### config.mk
export PLATFORM = sky130hd
export DESIGN_NAME = bus_arbiter_2way
export DESIGN_NICKNAME = d
export VERILOG_FILES = /design/src/rtl/bus_arbiter_2way.sv
export SDC_FILE = /design/constraint.sdc
export NUM_CORES = 1
export LEC_CHECK = 0
export CORE_AREA = 2 2 46 64
export DETAILED_ROUTE_END_ITERATION = 8
export DIE_AREA = 0 0 48 66
export PLACE_DENSITY = 0.73
export SYNTH_ARGS = -nofsm -noshare
export SYNTH_HDL_FRONTEND = slang
export SYNTH_SLANG_ARGS = --single-unit
export TNS_END_PERCENT = 100
### constraint.sdc
create_clock -name clk -period 2.1 [get_ports clk]
set_clock_uncertainty 0.2 [all_clocks]
set_input_delay 0.21 -clock clk [delete_from_list [all_inputs] [get_ports clk]]
set_output_delay 0.21 -clock clk [all_outputs]
set_load 0.1 [all_outputs]
### src/rtl/bus_arbiter_2way.sv
// ---------------------------------------------------------------------------
// bus_arbiter_2way
//
// Round-robin arbiter that shares one DATA_W-bit resource (write-back bus or
// memory port) between two requesters: requester 0 (core) and requester 1
// (loader/debug port). A grant is held for a burst of words and released on
// the requester's "last" flag, after MAX_BURST accepted words, or when the
// requester drops its request. There is always at least one IDLE cycle
// between two grants.
//
// Handshake: a word moves from the granted requester to the resource in
// every cycle where res_valid and res_ready are both high. That same cycle
// is signalled back to the owner as ackk. The owner holds its word, data and
// last flag stable until it sees ackk, or drops reqk to give up the grant.
//
// Ports:
//   clk        rising-edge clock
//   reset      asynchronous active-high reset
//   req0/1     requester has a word valid
//   data0/1    requester word
//   last0/1    word is the final word of the requester's burst
//   res_ready  resource accepts a word this cycle
//   gnt0/1     requester owns the resource (registered)
//   ack0/1     requester word accepted this cycle
//   res_sel    shared data mux select, 0 = data0, 1 = data1 (registered)
//   res_valid  word presented to the resource
//   res_data   word presented to the resource (0 while nobody is granted)
//   state_dbg  current FSM state: 0 = IDLE, 1 = OWN0, 2 = OWN1
// ---------------------------------------------------------------------------
module bus_arbiter_2way #(
    parameter int DATA_W    = 16,
    parameter int MAX_BURST = 8,
    parameter int CNT_W     = 3
) (
    input  logic              clk,
    input  logic              reset,
    input  logic              req0,
    input  logic [DATA_W-1:0] data0,
    input  logic              last0,
    input  logic              req1,
    input  logic [DATA_W-1:0] data1,
    input  logic              last1,
    input  logic              res_ready,
    output logic              gnt0,
    output logic              gnt1,
    output logic              ack0,
    output logic              ack1,
    output logic              res_sel,
    output logic              res_valid,
    output logic [DATA_W-1:0] res_data,
    output logic [1:0]        state_dbg
);

    typedef enum logic [1:0] {
        IDLE = 2'd0,
        OWN0 = 2'd1,
        OWN1 = 2'd2
    } state_t;

    // Count value held while the final word of a maximum-length burst is on
    // the bus; accepting that word forces the release.
    localparam logic [CNT_W-1:0] CNT_LAST = CNT_W'(MAX_BURST - 1);

    state_t           state;
    logic             rr_last;   // requester that owned the last grant
    logic [CNT_W-1:0] count;     // words accepted in the current grant

    logic owned;
    logic own_req;
    logic own_last;
    logic own_ack;

    // While granted, res_sel always equals the owner index, so it also
    // selects the owner's request and last flag.
    always_comb begin
        owned     = gnt0 | gnt1;
        own_req   = res_sel ? req1  : req0;
        own_last  = res_sel ? last1 : last0;
        res_valid = owned & own_req;
        res_data  = owned ? (res_sel ? data1 : data0) : '0;
        ack0      = gnt0 & req0 & res_ready;
        ack1      = gnt1 & req1 & res_ready;
        own_ack   = ack0 | ack1;
    end

    assign state_dbg = state;

    always_ff @(posedge clk or posedge reset) begin
        if (reset) begin
            state   <= IDLE;
            gnt0    <= 1'b0;
            gnt1    <= 1'b0;
            res_sel <= 1'b0;
            count   <= '0;
            rr_last <= 1'b1;
        end else begin
            case (state)
                IDLE: begin
                    if (req0 | req1) begin
                        count <= '0;
                        // On a tie the requester that did not own the last
                        // grant wins.
                        if (req0 && (!req1 || rr_last)) begin
                            state   <= OWN0;
                            gnt0    <= 1'b1;
                            res_sel <= 1'b0;
                        end else begin
                            state   <= OWN1;
                            gnt1    <= 1'b1;
                            res_sel <= 1'b1;
                        end
                    end
                end
                OWN0, OWN1: begin
                    // Release on abandon, on the last word, or when the
                    // burst limit is reached. A stalled word (res_ready low)
                    // changes nothing.
                    if (!own_req || (own_ack && (own_last || count == CNT_LAST))) begin
                        state   <= IDLE;
                        gnt0    <= 1'b0;
                        gnt1    <= 1'b0;
                        rr_last <= res_sel;
                    end else if (own_ack) begin
                        count <= count + 1'b1;
                    end
                end
                default: begin
                    state <= IDLE;
                    gnt0  <= 1'b0;
                    gnt1  <= 1'b0;
                end
            endcase
        end
    end

endmodule

== Yosys cells after proc, flatten, opt, wreduce, memory -nomap -nowiden ==
Index checks and enable logic that the tools add are counted.

* Word-level logic and storage cells: 60
* Input port bits: 39
* Register bits after elaboration: 9

* Reduce and logical (&&, ||, !) cells: 16
* $add $sub $neg: 1
* Multiplexer cells: 20
* Bitwise logic cells: 8
* Eq/ne operators: 9

{| class="wikitable"
|+ Operator list
! cell !! count
|-
| 16-bit 2-to-1 mux || 2
|-
| 2-bit inequality test (second input constant) || 6
|-
| 3-bit 2-to-1 mux || 3
|-
| 1-bit 2-to-1 mux || 8
|-
| 2-bit 2-to-1 mux || 3
|-
| 3-bit case mux with 2 select lines || 1
|-
| 2-bit AND reduction || 3
|-
| 3-bit AND reduction || 2
|-
| 1-bit bitwise AND || 5
|-
| 1-bit case mux with 2 select lines || 2
|-
| 2-bit case mux with 2 select lines || 1
|-
| 4-bit AND reduction || 1
|-
| 3-bit by 1-bit adder with 3-bit output (second input constant) || 1
|-
| 3-bit equality test (second input constant) || 1
|-
| 1-bit logical OR || 3
|-
| 1-bit OR || 3
|-
| 2-bit by 1-bit equality test with 1-bit output (second input constant) || 1
|-
| 2-bit equality test (second input constant) || 1
|-
| 1-bit logical AND || 2
|-
| 1-bit zero test || 2
|-
| 2-bit zero test || 1
|-
| 2-bit nonzero test || 1
|-
| 2-bit OR reduction || 1
|}

== Depth between registers and ports, before layout ==
Gate-level depths: netlist of run 1.

* Word-level depth: 7
* Depth in mapped cells: 7

== Worst setup path after synthesis of run 1 ==
No wires, ideal clock.

* Path kind: register to output
* Start point: register res_sel
* End point: output port res_data[10]
* Path slack: -1.304 ns
* Data arrival time: 2.994 ns
* Path buffers: 2
* Cell stages (with the launch flop): 5
* Path through: dfrtp_1 -> buf_2 -> buf_2 -> mux2i_1 -> nor2_1

* Word-level cells in the longest chain between the ends: 2

{| class="wikitable"
|+ Ends and longest elaborated chain
! element !! line !! text
|-
| from (decl) || 48 || <nowiki>output logic res_sel,</nowiki>
|-
| from (signal assigned) || 93 || <nowiki>res_sel <= 1'b0;</nowiki>
|-
| from (signal assigned) || 106 || <nowiki>res_sel <= 1'b0;</nowiki>
|-
| from (signal assigned) || 110 || <nowiki>res_sel <= 1'b1;</nowiki>
|-
| 16-bit 2-to-1 mux (2 in series) || 80 || <nowiki>res_data = owned ? (res_sel ? data1 : data0) : '0;</nowiki>
|-
| to (decl) || 50 || <nowiki>output logic [DATA_W-1:0] res_data,</nowiki>
|}

Every way passes these cells.

== Final worst setup path of run 1 ==
* Start point: register count[0]
* End point: register count[2]

* Word-level cells in the longest chain between the ends: 6
* Elaborated cells between the ends (all ways): 10
* Those cells by class: add/sub (1); eq/ne (2); mux (3); reduce/logical (4)

{| class="wikitable"
|+ Ends and longest elaborated chain
! element !! line !! text
|-
| from (decl) || 66 || <nowiki>logic [CNT_W-1:0] count;</nowiki>
|-
| from (signal assigned) || 124 || <nowiki>count <= count + 1'b1;</nowiki>
|-
| branches (longest 6 deep; another with 3-bit by 1-bit adder with 3-bit output) || - ||
|}

Parallel ways; which one is timed is not known. The select of a mux whose other input is x is not followed.
A chain may end at the register's enable or synchronous reset.

==> flow_metrics.tcl, run 1 <==
set metrics [dict create \
    drc 0 \
    critPathCaptureType "flip-flop" \
    cts_buffer_depth 2 \
    post-route-min-period_ns 2.002 \
    start_util_pct 31.20 \
    drive_gt1_share_pct 38.65 \
    die_h_um 66 \
    critical_path_class "flip-flop to flip-flop" \
    grt_start_max_net_pins 18 \
    layout_commonest_cell "clkdlybuf4s50_1" \
    synth_top_area_share_pct 24.54 \
    grt_use_met3_pct 3.005 \
    fin_nets 206 \
    syn_area_um2 815.8 \
    ys.warnings.count 0 \
    placedCellCount 194 \
    crit_path_frequent_cell "ha_1" \
    reg2reg_setup_slack_ns 0.1 \
    wirelength_um 2998 \
    synth_edf_count 0 \
    busiest_layer "met2" \
    max_freq_mhz 499.4 \
    drtIter0Drc 29 \
    crit_fanout 4 \
    clk-insertion-delay-late_ns 0.26 \
    grt_pass1_wl_um 4726 \
    synthFlopType "dfrtp_1" \
    relSlewSlack_pct 77.54 \
    worst_pin_slew_ns 0.3366 \
    crit_chain "ha_1 > ha_1 > nor4bb_1 > o211a_1 > o21bai_1 > a32o_1" \
    synth_nets 136 \
    synth_seq_cells 9 \
    pin_count 63 \
    portBuffers 62 \
    synthCells 94 \
    cts_buffers 3 \
    timing.rr.end "count[2]$_DFFE_PP0P_" \
    fp-row-count 22 \
    viasPerCell 4.975 \
    hold_viol 0 \
    ctsHoldBuffers 0 \
    timing.rr.start "count[0]$_DFFE_PP0P_" \
    diodes 0 \
    syn_area_per_cell_um2 8.679 \
    htree_levels 1 \
    final_cells 199 \
    drv_slew 0 \
    seq_area_frac_synth_pct 27.76 \
    dieArea_mm2 0.003168 \
    cp_slowest_cell "dfrtp_1" \
    root_buffer "clkbuf_4" \
    synth_area_leaders "dfrtp_1 (25%), mux2i_1 (21%), nor2_1 (8.7%)" \
    cp-start-kind "flip-flop" \
    r2r_cells 6 \
    drv_cap 0 \
    overflow 0 \
    area_growth_pct 131.9 \
    core_area_mm2 0.002615 \
    worst-endpoint-arrival_ns 1.95 \
    ys_async_sr_fraction_pct 100.0 \
    die_x_um 48 \
    dr.pass1.iters 4 \
    yosysTopAreaCell "dfrtp_1" \
    vias 990 \
    gp_congestion 0.9216 \
    setup_violations 0 \
    use_met1_pct 22.97 \
    clkTransAtPathRegs_ns 0.06 \
    wl_per_cell_um 15.07 \
    use_met2_pct 38.17 \
    finalCritPeriodShare_pct 95.35 \
    ant_nets 0 \
    hold_class "input port to asynchronous set/reset pin" \
    detailed_place_hpwl_um 2529 \
    clkSinkCount 9 \
    outcome "complete, no violations" \
    required_ns 2.05 \
    antenna_found_initial 0 \
    cts_tree "yes" \
    ys_types 32 \
    critPathMaxStageDelay_ns 0.41 \
    layout_common_cells "clkdlybuf4s50_1 (38), buf_12 (20), nor2_4 (18)" \
    grt_pass1_vias 1010 \
    grt_usage_pct 20.70 \
]
-- worst max-delay path by stage --
stage                         startpoint                  endpoint  slack, ns  depth (start not counted)
floorplan            res_sel$_DFFE_PP0P_              res_data[10]       0.03                          4
global placement                    req0       rr_last$_DFFE_PP1P_       0.10                          5
detailed placement                  req1  state_dbg[0]$_DFFE_PP0P_       0.07                          5
CTS                  res_sel$_DFFE_PP0P_               res_data[7]       0.03                          4
global route        count[0]$_DFFE_PP0P_      count[1]$_DFFE_PP0P_     -0.008                          6
finish              count[0]$_DFFE_PP0P_      count[2]$_DFFE_PP0P_        0.1                          6
-- metrics by stage --
step / util (%) / TNS [ns] / hold slack (ns) / cell area [µm²] / setup slack [ns]
detailed placement: 70.77 / 0 / 0.2851 / 1851 / 0.06885
floorplan: - / 0 / -0.1629 / 977.2 / 0.02938
finish: 72.34 / 0 / 0.01590 / 1892 / 0.09775
CTS: 71.91 / 0 / 0.01359 / 1881 / 0.03028
global route: 72.34 / -0.009138 / 0.05090 / 1892 / -0.007615
global placement: 70.77 / 0 / 0.2782 / 1851 / 0.1039
-- cell usage after synthesis (2+ instances only) --
cell type,n
dfrtp_1,8
inv_1,7
nand2b_1,2
o21ai_0,3
mux2i_1,17
a21oi_1,3
o22ai_1,2
a32o_1,3
and3_1,2
nor2_1,19
nand2_1,2
buf_2,3
clkbuf_1,2
ha_1,3
-- flip-flops by register name (all words and copies together), names as in the netlist --
register	cells
count	3
gnt0	1
res_sel	1
gnt1	1
rr_last	1
state_dbg	2
-- layout make-up --
| type | count | area (µm²) |
|---|---|---|
| Multi-Input combinational cell | 73 | 679.4 |
| Fill cell | 199 | 723.2 |
| Clock buffer | 4 | 26.28 |
| Inverter | 7 | 26.28 |
| Timing Repair Buffer | 70 | 874.6 |
| Sequential cell | 9 | 240.2 |
| Tap cell | 36 | 45.04 |
-- cells by family (layout without fill, tap and decap cells) --
group | Yosys count | count (layout) | share of synthesized area [%]
compound gates | 20 | 20 | 19.48
simple gates | 30 | 30 | 17.02
mux | 19 | 19 | 24.08
flops | 9 | 9 | 27.76
fa+ha+maj | 3 | 3 | 4.602
xor+xnor | 1 | 1 | 1.074
buf+inv | 12 | 81 | 5.982
-- per-layer routing --
metal,vias to the layer above,share of wire (%)
li1,486,-
met1,450,37
met2,52,53
met3,2,9.6
met4,0,0.17
met5,-,0
-- what timing repair did --
action | in CTS | in global routing
buffers inserted | 0 | 1
hold endpoints to repair | 0 | 0
endpoints found under the setup margin | 1 | 9
pin swaps | 0 | 1
gates resized for setup | 1 | 1
-- critical path: cells and delay by family (launching register included) --
family	cells	cell delay, ns
compound gates	3	0.58
simple gates	1	0.29
fa+ha+maj	2	0.43
flops	1	0.41
Power of run 1 is not shown: default switching activity piles up to over one toggle a cycle in this logic, so the estimate is an artifact.
==> inputs of run 2 (changes only) <==
clock period = 2.22 ns   (was 2.1 ns; I/O delays follow)
==> flow_metrics.tcl, run 2 (synthesized netlist as in run 1, its figures left out) <==
set metrics [dict create \
    ant_nets 0 \
    reg2reg_setup_slack_ns 0.16 \
    max_freq_mhz 473.5 \
    clkTransAtPathRegs_ns 0.06 \
    drv_slew 0 \
    ctsHoldBuffers 0 \
    worst-endpoint-arrival_ns 1.69 \
    fillers 186 \
    outcome "complete, no violations" \
    layout_common_cells "clkdlybuf4s50_1 (38), buf_12 (20), nor2_4 (18)" \
    largest_reg_flops 3 \
    fin_nets 204 \
    core_area_mm2 0.002615 \
    clkSinkCount 9 \
    drive_gt1_share_pct 39.75 \
    die_x_um 48 \
    timing.rr.end "count[1]$_DFFE_PP0P_" \
    antenna_found_initial 0 \
    root_buffer "clkbuf_4" \
    cp_slowest_cell "dfrtp_4" \
    clk-insertion-delay-late_ns 0.26 \
    drtIter0Drc 28 \
    timing.rr.start "count[0]$_DFFE_PP0P_" \
    drv_cap 0 \
    portBuffers 62 \
    critPathMaxStageDelay_ns 0.42 \
    cts_buffers 3 \
    finalWorstSetupSlack_ns 0.1078 \
    relSlewSlack_pct 73.31 \
    grt_pass1_vias 1037 \
    htree_levels 1 \
    start_util_pct 31.20 \
    fp-row-count 22 \
    largest-register "count" \
    dieArea_mm2 0.003168 \
    wl_per_cell_um 16.45 \
    multiInputGateArea_um2 690.7 \
    overflow 0 \
    area_growth_pct 131.4 \
    hold_viol 0 \
    detailed_place_hpwl_um 2806 \
    drc 0 \
    gp_congestion 0.8359 \
    die_h_um 66 \
    critical_path_class "flip-flop to output port" \
    pre_cts_ws_ns 0.1518 \
    r2r_cells 6 \
    finalCritPeriodShare_pct 95.14 \
    seqCellArea_um2 240.2 \
    grt_pass1_wl_um 4988 \
    crit_fanout 12 \
    hold_class "input port to asynchronous set/reset pin" \
    cts_buffer_depth 2 \
    pin_count 63 \
    worst_pin_slew_ns 0.3968 \
    setup_violations 0 \
    grt_usage_pct 22.10 \
    crit_chain "buf_4 > buf_6 > mux2i_1 > nor2_4 > buf_12" \
    viasPerCell 5.051 \
    crit_path_end "res_data[0]" \
    layout_commonest_cell "clkdlybuf4s50_1" \
    grt_start_max_net_pins 13 \
    tns_ns 0 \
    cts_tree "yes" \
    dr.pass1.iters 4 \
    rsz0062_at_grt "false" \
    diodes 0 \
    crit_path_start "res_sel$_DFFE_PP0P_" \
    post-route-min-period_ns 2.112 \
    cp-start-kind "flip-flop" \
    wirelength_um 3240 \
    critPathCaptureType "output port" \
    required_ns 1.80 \
    vias 995 \
]
==> run 2: routing by layer <==
| metal | vias to the layer above | GRT usage (%) | wire length [µm] |
|---|---|---|---|
| li1 | 477 | - | - |
| met1 | 466 | 22.24 | 1138 |
| met2 | 48 | 43.50 | 1826 |
| met3 | 4 | 2.459 | 243 |
| met4 | 0 | 6.081 | 31 |
| met5 | - | 0 | 0 |
==> run 2: what timing repair did <==
action	4_1_cts	5_1_grt
gates resized for setup	1	4
setup buffers	0	0
setup endpoints to repair	1	3
pin swaps	0	0
==> run 2: stage by stage <==
step | util, % | cells | hold WS, ns | area, µm²
global route | 72.20 | 197 | 0.05219 | 1888
floorplan | - | 94 | -0.1509 | 968.4
global placement | 70.48 | 193 | 0.2776 | 1843
detailed placement | 70.48 | 193 | 0.3002 | 1843
CTS | 71.63 | 197 | 0.03215 | 1873
finish | 72.20 | 197 | 0.02282 | 1888
==> run 2: layout make-up <==
cell class / count / share of cell area [%]
repair buffers: 68 / 45.53
multi-input cells: 73 / 36.58
flip-flops and latches: 9 / 12.72
well taps: 36 / 2.386
clock buffers: 4 / 1.392
inverters: 7 / 1.392
==> run 2: worst min path at each step <==
stage	startpoint	end	slack, ns
floorplan	reset	count[0]$_DFFE_PP0P_	-0.15
global placement	count[1]$_DFFE_PP0P_	count[1]$_DFFE_PP0P_	0.28
detailed placement	count[2]$_DFFE_PP0P_	count[2]$_DFFE_PP0P_	0.30
CTS	reset	res_sel$_DFFE_PP0P_	0.03
global route	reset	gnt0$_DFFE_PP0P_	0.05
finish	reset	res_sel$_DFFE_PP0P_	0.02
==> run 2: worst max-delay path, delay by kind of cell, from the launching register on <==
family	cells	cell delay, ns
and+or+nand+nor	1	0.06
buffers and inverters	3	0.61
muxes	1	0.34
DFF	1	0.42
Power of run 2 is left out for the same reason.
==> inputs of run 3 (changes only) <==
GPL_ROUTABILITY_DRIVEN = 1   (was default)
==> results of run 3 <==
Same layout as run 2: the final DEF is identical, and so are final timing and power.
Power of run 3 is left out for the same reason.
